===== src/rtl/oh_lgate_pipe_if.sv =====
// oh_lgate_pipe_if: operand/result handshake bundle for oh_lgate_pipe.
// The master side drives operands and accepts results. The slave side is the gate pipeline.
// The out_parity signal exists only when OH_LGATE_PIPE_PARITY_EN is defined.
interface oh_lgate_pipe_if #(
  parameter int N  = 2,
  parameter int DW = 1
);
  logic [2:0]      mode;
  logic            in_valid;
  logic            in_ready;
  logic [N*DW-1:0] in_data;
  logic            out_valid;
  logic            out_ready;
  logic [DW-1:0]   out_data;
  logic [3:0]      level;
  logic            err;
`ifdef OH_LGATE_PIPE_PARITY_EN
  logic            out_parity;
`endif

  modport master (
`ifdef OH_LGATE_PIPE_PARITY_EN
    input  out_parity,
`endif
    output mode, in_valid, in_data, out_ready,
    input  in_ready, out_valid, out_data, level, err
  );

  modport slave (
`ifdef OH_LGATE_PIPE_PARITY_EN
    output out_parity,
`endif
    input  mode, in_valid, in_data, out_ready,
    output in_ready, out_valid, out_data, level, err
  );
endinterface


===== src/rtl/oh_lgate_pipe.sv =====
// oh_lgate_pipe: N-operand bitwise gate (NAND/NOR/AND/OR/XOR/XNOR/INV) whose result
// travels through STAGES elastic valid/ready register stages.
// Optional feature macro: OH_LGATE_PIPE_PARITY_EN. When it is defined, the even parity
// of each result is carried alongside the data and driven on out_parity.
module oh_lgate_pipe #(
  parameter int N      = 2,
  parameter int DW     = 1,
  parameter int STAGES = 1
) (
  input  logic             clk,
  input  logic             reset,
  oh_lgate_pipe_if.slave   bus
);

  localparam logic [2:0] MODE_RSVD = 3'd7;

  // Reduce all operands bitwise with the selected function. The reserved mode yields zero.
  function automatic logic [DW-1:0] gate_fn(input logic [2:0] m, input logic [N*DW-1:0] d);
    logic [DW-1:0] and_v;
    logic [DW-1:0] or_v;
    logic [DW-1:0] xor_v;
    and_v = {DW{1'b1}};
    or_v  = {DW{1'b0}};
    xor_v = {DW{1'b0}};
    for (int k = 0; k < N; k++) begin
      and_v = and_v & d[k*DW +: DW];
      or_v  = or_v  | d[k*DW +: DW];
      xor_v = xor_v ^ d[k*DW +: DW];
    end
    case (m)
      3'd0:    gate_fn = ~and_v;
      3'd1:    gate_fn = ~or_v;
      3'd2:    gate_fn = and_v;
      3'd3:    gate_fn = or_v;
      3'd4:    gate_fn = xor_v;
      3'd5:    gate_fn = ~xor_v;
      3'd6:    gate_fn = ~d[DW-1:0];
      default: gate_fn = {DW{1'b0}};
    endcase
  endfunction

  // Even parity of one result word.
  function automatic logic even_parity(input logic [DW-1:0] x);
    even_parity = ^x;
  endfunction

  logic [STAGES-1:0] valid_r;
  logic [DW-1:0]     data_r [STAGES];
  logic [3:0]        level_r;
  logic              err_r;
  logic [STAGES-1:0] load_s;
  logic [DW-1:0]     result_s;
  logic              accept_s;
  logic              emit_s;
`ifdef OH_LGATE_PIPE_PARITY_EN
  logic [STAGES-1:0] parity_r;
`endif

  // Stage i may load when it or any downstream stage is empty, or when the output drains.
  // Writing this out per stage avoids a combinational chain through load_s itself.
  always_comb begin
    load_s = {STAGES{1'b0}};
    for (int i = 0; i < STAGES; i++) begin
      load_s[i] = bus.out_ready;
      for (int j = i; j < STAGES; j++) begin
        load_s[i] = load_s[i] | ~valid_r[j];
      end
    end
  end

  // Apply the gate function to the incoming beat and derive the handshake strobes.
  always_comb begin
    result_s = gate_fn(bus.mode, bus.in_data);
    accept_s = bus.in_valid & load_s[0];
    emit_s   = valid_r[STAGES-1] & bus.out_ready;
  end

  // Elastic stage registers. Data moves only with a valid beat, so out_data holds its
  // value while the pipeline is empty.
  always_ff @(posedge clk or posedge reset) begin
    if (reset) begin
      valid_r <= {STAGES{1'b0}};
      for (int i = 0; i < STAGES; i++) begin
        data_r[i] <= {DW{1'b0}};
      end
    end else begin
      if (load_s[0]) begin
        valid_r[0] <= bus.in_valid;
        if (bus.in_valid) begin
          data_r[0] <= result_s;
        end
      end
      for (int i = 1; i < STAGES; i++) begin
        if (load_s[i]) begin
          valid_r[i] <= valid_r[i-1];
          if (valid_r[i-1]) begin
            data_r[i] <= data_r[i-1];
          end
        end
      end
    end
  end

`ifdef OH_LGATE_PIPE_PARITY_EN
  // The parity bit travels with its data word through every stage.
  always_ff @(posedge clk or posedge reset) begin
    if (reset) begin
      parity_r <= {STAGES{1'b0}};
    end else begin
      if (load_s[0] && bus.in_valid) begin
        parity_r[0] <= even_parity(result_s);
      end
      for (int i = 1; i < STAGES; i++) begin
        if (load_s[i] && valid_r[i-1]) begin
          parity_r[i] <= parity_r[i-1];
        end
      end
    end
  end

  assign bus.out_parity = parity_r[STAGES-1];
`endif

  // Occupancy counter. It rises on accept-only and falls on emit-only.
  always_ff @(posedge clk or posedge reset) begin
    if (reset) begin
      level_r <= 4'd0;
    end else begin
      case ({accept_s, emit_s})
        2'b10:   level_r <= level_r + 4'd1;
        2'b01:   level_r <= level_r - 4'd1;
        default: level_r <= level_r;
      endcase
    end
  end

  // Sticky flag set when a beat carrying the reserved mode is accepted.
  always_ff @(posedge clk or posedge reset) begin
    if (reset) begin
      err_r <= 1'b0;
    end else if (accept_s && (bus.mode == MODE_RSVD)) begin
      err_r <= 1'b1;
    end
  end

  assign bus.in_ready  = load_s[0];
  assign bus.out_valid = valid_r[STAGES-1];
  assign bus.out_data  = data_r[STAGES-1];
  assign bus.level     = level_r;
  assign bus.err       = err_r;

endmodule


===== src/flat_wrapper.sv =====
// flat-port wrapper written by rule: the top's interface ports become plain ports
module oh_lgate_pipe_flat 
#(
  parameter int N      = 2,
  parameter int DW     = 1,
  parameter int STAGES = 1
)
  (clk, reset, bus_mode, bus_in_valid, bus_in_data, bus_out_ready, bus_in_ready, bus_out_valid, bus_out_data, bus_level, bus_err);
  oh_lgate_pipe_if #(.N(N), .DW(DW)) bus_i ();
  input  logic clk;
  input  logic reset;
  input wire logic [$bits(bus_i.mode)-1:0] bus_mode;
  input wire logic [$bits(bus_i.in_valid)-1:0] bus_in_valid;
  input wire logic [$bits(bus_i.in_data)-1:0] bus_in_data;
  input wire logic [$bits(bus_i.out_ready)-1:0] bus_out_ready;
  output wire logic [$bits(bus_i.in_ready)-1:0] bus_in_ready;
  output wire logic [$bits(bus_i.out_valid)-1:0] bus_out_valid;
  output wire logic [$bits(bus_i.out_data)-1:0] bus_out_data;
  output wire logic [$bits(bus_i.level)-1:0] bus_level;
  output wire logic [$bits(bus_i.err)-1:0] bus_err;
  assign bus_i.mode = bus_mode;
  assign bus_i.in_valid = bus_in_valid;
  assign bus_i.in_data = bus_in_data;
  assign bus_i.out_ready = bus_out_ready;
  assign bus_in_ready = bus_i.in_ready;
  assign bus_out_valid = bus_i.out_valid;
  assign bus_out_data = bus_i.out_data;
  assign bus_level = bus_i.level;
  assign bus_err = bus_i.err;
  oh_lgate_pipe #(.N(N), .DW(DW), .STAGES(STAGES)) u_core (.clk(clk), .reset(reset), .bus(bus_i));
endmodule

===== config.mk =====
export PLATFORM = sky130hd
export DESIGN_NAME = oh_lgate_pipe_flat
export DESIGN_NICKNAME = d
export VERILOG_FILES = /design/src/rtl/oh_lgate_pipe_if.sv /design/src/rtl/oh_lgate_pipe.sv /design/src/flat_wrapper.sv
export SDC_FILE = /design/constraint.sdc
export NUM_CORES = 1
export LEC_CHECK = 0
export BUFFER_PORTS_ARGS = -buffer_cell sky130_fd_sc_hd__buf_2
export CELL_PAD_IN_SITES_DETAIL_PLACEMENT = 0
export CELL_PAD_IN_SITES_GLOBAL_PLACEMENT = 1
export CORE_MARGIN = 2
export CORE_UTILIZATION = 31
export DETAILED_ROUTE_END_ITERATION = 16
export GPL_TIMING_DRIVEN = 0
export PLACE_DENSITY_LB_ADDON = 0.1
export SYNTH_ARGS = -nofsm -noshare
export SYNTH_HDL_FRONTEND = slang
export SYNTH_SLANG_ARGS = --single-unit
export TNS_END_PERCENT = 100

===== constraint.sdc =====
create_clock -name clk -period 1.7 [get_ports clk]
set_input_delay 0 -clock clk [delete_from_list [all_inputs] [get_ports clk]]
set_output_delay 0 -clock clk [all_outputs]
set_load 0.005 [all_outputs]

### Word level (Yosys, flattened, before mapping)

Index checks and enable logic that the tools add are counted.

* bits in registers: 7
* latch bits: 0
* memory bits (writable): 0
* memory bits (read-only): 0
* bits of input ports: 9
* output and inout bits: 8
* memories kept: 0

* add/subtract/negate cells: 2
* multipliers: 0
* divide/modulo/power cells: 0
* order comparisons: 0
* equality and inequality tests: 9
* shift-type cells: 0
* muxes and demuxes: 2
* bitwise operators: 11
* reductions and logical operators: 4

Operators with widths (number)
* 3-bit == test (second input constant): 4
* 4-bit one-hot mux with 2 select lines: 1
* 1-bit one-hot mux with 7 select lines: 1
* 3-bit by 2-bit == test with 1-bit output (second input constant): 2
* 1-bit NOT: 5
* 4-bit by 1-bit adder with 4-bit output (second input constant): 1
* 4-bit by 1-bit subtractor with 4-bit output (second input constant): 1
* 1-bit bitwise AND: 3
* 3-bit by 1-bit == test with 1-bit output (second input constant): 1
* 3-bit logical NOT: 1
* 2-bit by 1-bit == test with 1-bit output (second input constant): 1
* 2-bit == test (second input constant): 1
* 1-bit OR: 2
* 2-bit AND reduction: 1
* 2-bit nonzero test: 1
* 1-bit logical AND: 1
* 1-bit bitwise XOR: 1

### Logic depth before layout (Yosys ltp)

* depth in word-level cells: 5
* gate-level depth with buffers: 9
* depth with buffers taken out: 9

### Least setup slack after synthesis

Ideal clock, no wire load.

* kind: register to register
* from: register u_core.valid_r, in the netlist u_core.bus.out_valid
* to: register u_core.level_r[2], in the netlist u_core.bus.level[2]
* library setup time: 125 ps
* arrival: 1753 ps
* slack: -179 ps
* stages on the path, launching flop included: 10
* buffers on the path: 0
* period minus slack after synthesis: 1879 ps
* path through: dfrtp_1 or2b_2 nand2_1 ha_1 xor2_1 ha_1 a21oi_1 xor2_1 nor2_1 xor2_1

* longest elaborated chain between the ends: 5

RTL lines
* from (decl): line oh_lgate_pipe.sv:47 `logic [STAGES-1:0] valid_r;`
* from (signal assigned): line oh_lgate_pipe.sv:82 `valid_r <= {STAGES{1'b0}};`
* from (signal, indexed assignment): line oh_lgate_pipe.sv:95 `valid_r[i] <= valid_r[i-1];`
* 1-bit NOT *: line oh_lgate_pipe.sv:66 `load_s[i] = load_s[i] | ~valid_r[j];`
* 1-bit OR *: line oh_lgate_pipe.sv:66
* via bus_in_ready: line flat_wrapper.sv:16 `output wire logic [$bits(bus_i.in_ready)-1:0] bus_in_ready;`
* 1-bit bitwise AND *: line oh_lgate_pipe.sv:74 `accept_s = bus.in_valid & load_s[0];`
* 2-bit by 1-bit == test with 1-bit output / 2-bit == test (equally long branches): line oh_lgate_pipe.sv:129 `case ({accept_s, emit_s})`
* 4-bit one-hot mux with 2 select lines / 2-bit nonzero test (equally long branches)
* to (signal assigned): line oh_lgate_pipe.sv:130 `2'b10: level_r <= level_r + 4'd1;`
* to (signal assigned): line oh_lgate_pipe.sv:131 `2'b01: level_r <= level_r - 4'd1;`
* to (signal assigned): line oh_lgate_pipe.sv:132 `default: level_r <= level_r;`
* to (decl): line oh_lgate_pipe.sv:49 `logic [3:0] level_r;`

The timed path passes the listed nets; every way through them passes the cells marked *.
A chain may end at the register's enable or synchronous reset.

### Worst setup path after layout

* from: register u_core.valid_r, in the netlist u_core.bus.out_valid
* to: register u_core.level_r[2], in the netlist u_core.bus.level[2]

* longest elaborated chain between the ends: 5

RTL lines (line)
* 1-bit NOT: oh_lgate_pipe.sv:66
* 1-bit OR: oh_lgate_pipe.sv:66
* 1-bit bitwise AND: oh_lgate_pipe.sv:74
* 2-bit by 1-bit == test with 1-bit output / 2-bit == test (equally long branches): oh_lgate_pipe.sv:129
* 4-bit one-hot mux with 2 select lines / 2-bit nonzero test (equally long branches)

Several ways; a longest one is shown, not always the timed one.

==> reports/qor.yml <==
gp_congestion: 0.734
violations: "negative setup slack"
route.met3.wl_um: 53
min_path_type: "primary input to flop"
worstMarginPinSlew_ns: 0.265
antenna_cells: 0
drt-initial-drc-count: 2
hold_viol_final: 0
cts.sinks: 7
synth.area.top_cells: "dfrtp_1, ha_1, xor2_1, mux2_2, nor3b_1"
yosys_warnings: 0
grt_max_degree: 8
htree_levels: 1
drive_gt1_share_pct: 42.0
synth_seq_cells: 7
fin_crit_sh_pct: 102
synth_enable_flop_cells: 0
fin_nets: 84
antenna_found_initial: 0
drtAntennaViolNets: 0
finalNonFillerCells: 85
timing.rr.start: "u_core.bus.out_valid"
cts_buffer_depth: 2
start_kind: "flop"
avgViaCountPerCell: 4.75
multi_input_area_um2: 325
rr_worst_depth: 9
synth_top_cell_area_share_pct: 36.3
io_pins: 17
outcome: "finished, violations left"
ys_types: 23
syn-num-nets: 60
core-area_mm2: 0.00149
synthTopCellsByCount: "dfrtp_1, ha_1, xor2_1"
netlist_instances: 46
maxUsedRoutingLayer: "met3"
rsz0062_at_grt: "yes"
synth_most_common_cell: "dfrtp_1"
dp.final_hpwl_um: 749
ir_worst_vdd_mv: 0.662
cts_tree: "done"
synth_area_leader_cell: "dfrtp_1"
fp.dieArea_mm2: 0.00189
slew_headroom_pct: 82.3
min_period_ns: 1.73
wl_per_cell_um: 11.1
synth_area_um2: 483
num_vias: 404
endpoint_kind: "flop"
worstSetupPathType: "flop to flop"
wl_met1_um: 450
totalWireLength_um: 941
hold_slack_ns: 0.0188
grt_pass1_wl_um: 1660
grt_usage_pct: 12.5
cp.arrival_ns: 1.86
synthArstFlopShare_pct: 100
fmaxAchievable_ghz: 0.578
clock_latency_ns: 0.25
drv_cap: 0
root_buffer: "clkbuf_4"
fin_skew_ns: 0.00244
dr_wl_met2_um: 438
synthToLayoutAreaGrowth_pct: 37.3
grt_pass1_vias: 386
r2r_end: "u_core.bus.level[2]"
fp.dieH_um: 43.5
fillers: 156
final_util_pct: 44.5
worstPathRequired_ns: 1.83
ff_latch_area_um2: 175
drc_errors: 0
r2r_slack_ns: -0.03
floorplan.initialDensity_pct: 32.4
yosysSeqAreaShare_pct: 36.3
placed_cells: 78
globalRouteOverflowTotal: 0
fp-row-count: 14
numCtsBuffers: 3
p_leak_nw: 0.315
whs_path_depth: 2
setup_viol: 1
die_w_um: 43.5
clk_pin_slew_ns: 0.05
whs_endpoint: "u_core.bus.out_valid"
setup_slack_ns: -0.0290
portBuffers: 16
fin_tns_setup_ns: -0.0290
synth_flop_cell: "dfrtp_1"
cp_max_fo: 3
min_from: "bus_in_valid"
finalMaxSlewViolations: 0
syn_avg_cell_area_um2: 10.5
power_density_mw_per_mm2: 1120
firstDrtPassIters: 2
## per-stage QoR
stage	total power, mW	cell area (µm²)	setup slack, ns
after floorplan	0.476	509	-0.00835
after global placement	0.587	609	-0.0607
after detailed placement	0.588	609	-0.0614
after CTS	0.757	663	-0.0335
after global routing	0.817	663	-0.116
final	0.740	663	-0.0290
## flip-flops by register name (all words and copies together) (netlist names)
signal,flops
u_core.bus.level,4
u_core.bus.err,1
u_core.bus.out_valid,1
u_core.bus.out_data,1
## power breakdown
group / leakage (nW) / switching (mW) / internal [mW]
clock: 0.0150 / 0.0592 / 0.0894
combinational: 0.220 / 0.124 / 0.170
sequential: 0.0794 / 0.0690 / 0.228
total: 0.315 / 0.252 / 0.488
## logic make-up after synthesis
group	count (synthesis)	synth area share [%]
compound gates	8	11.4
xor+xnor	6	10.9
fa+ha+maj	5	13.0
buf+inv	3	2.33
flops	7	36.3
mux	3	6.74
simple gates	14	19.4
## layout by cell type (no fill, tap or decap)
| master | Yosys | routed |
|---|---|---|
| xor2_1 | 5 | 5 |
| o21ai_1 | 0 | 1 |
| nor3b_1 | 3 | 3 |
| nand2_4 | 0 | 1 |
| or2b_4 | 0 | 1 |
| o21a_1 | 1 | 1 |
| nor2_1 | 1 | 1 |
| a21oi_1 | 2 | 1 |
| inv_1 | 3 | 3 |
| or2b_1 | 1 | 1 |
| xnor2_1 | 1 | 1 |
| dlygate4sd3_1 | 0 | 1 |
| buf_4 | 0 | 2 |
| a21oi_2 | 0 | 1 |
| and2_1 | 1 | 1 |
| ha_4 | 0 | 1 |
| dfrtp_1 | 7 | 7 |
| ha_2 | 0 | 1 |
| mux2_2 | 2 | 2 |
| nand3b_1 | 2 | 2 |
| o21bai_1 | 1 | 1 |
| mux2i_1 | 1 | 1 |
| buf_2 | 0 | 16 |
| o21ai_0 | 3 | 2 |
| clkbuf_1 | 0 | 1 |
| and3b_1 | 1 | 1 |
| nor2b_1 | 1 | 1 |
| o221ai_2 | 1 | 1 |
| ha_1 | 5 | 3 |
| nand2b_1 | 1 | 1 |
| nand3_1 | 1 | 1 |
| clkbuf_4 | 0 | 3 |
## critical path: stages (launching register included)
cell     delay, ns
dfrtp_1       0.38
or2b_4        0.22
nand2_4       0.05
ha_4          0.16
xor2_1        0.14
ha_2          0.19
a21oi_2       0.11
xor2_1        0.16
nor2_1        0.06
xor2_1        0.14
## layer usage
metal | global-route usage, % | up-vias
li1 | - | 205
met1 | 13.8 | 189
met2 | 19.4 | 10
met3 | 7.50 | 0
met4 | 5.45 | 0
met5 | 0 | -
## how the worst max path moves through the flow
stage	slack [ns]	to	from
finish	-0.03	u_core.bus.level[2]	u_core.bus.out_valid
global route	-0.12	u_core.bus.level[2]	u_core.bus.out_valid
CTS	-0.03	u_core.bus.level[2]	u_core.bus.out_valid
detailed placement	-0.06	u_core.bus.level[2]	u_core.bus.out_valid
global placement	-0.06	u_core.bus.level[2]	u_core.bus.out_valid
floorplan	-0.008	u_core.bus.level[2]	u_core.bus.out_valid
## timing repair
| action | CTS | global route |
|---|---|---|
| endpoints found under the setup margin | 1 | 3 |
| pin swaps | 4 | 2 |
| hold endpoints to repair | 7 | 0 |
| buffers inserted | 2 | 0 |
| gates resized for setup | 1 | 1 |
| hold buffers | 1 | 0 |
## final cells by class
type                            count  share of cell area [%]
Multi-Input combinational cell     36                    49.1
Sequential cell                     7                    26.4
Timing Repair Buffer               19                    15.8
Clock buffer                        4                    3.96
Tap cell                           16                    3.02
Inverter                            3                    1.70
Power figures use the tool's default switching activity.
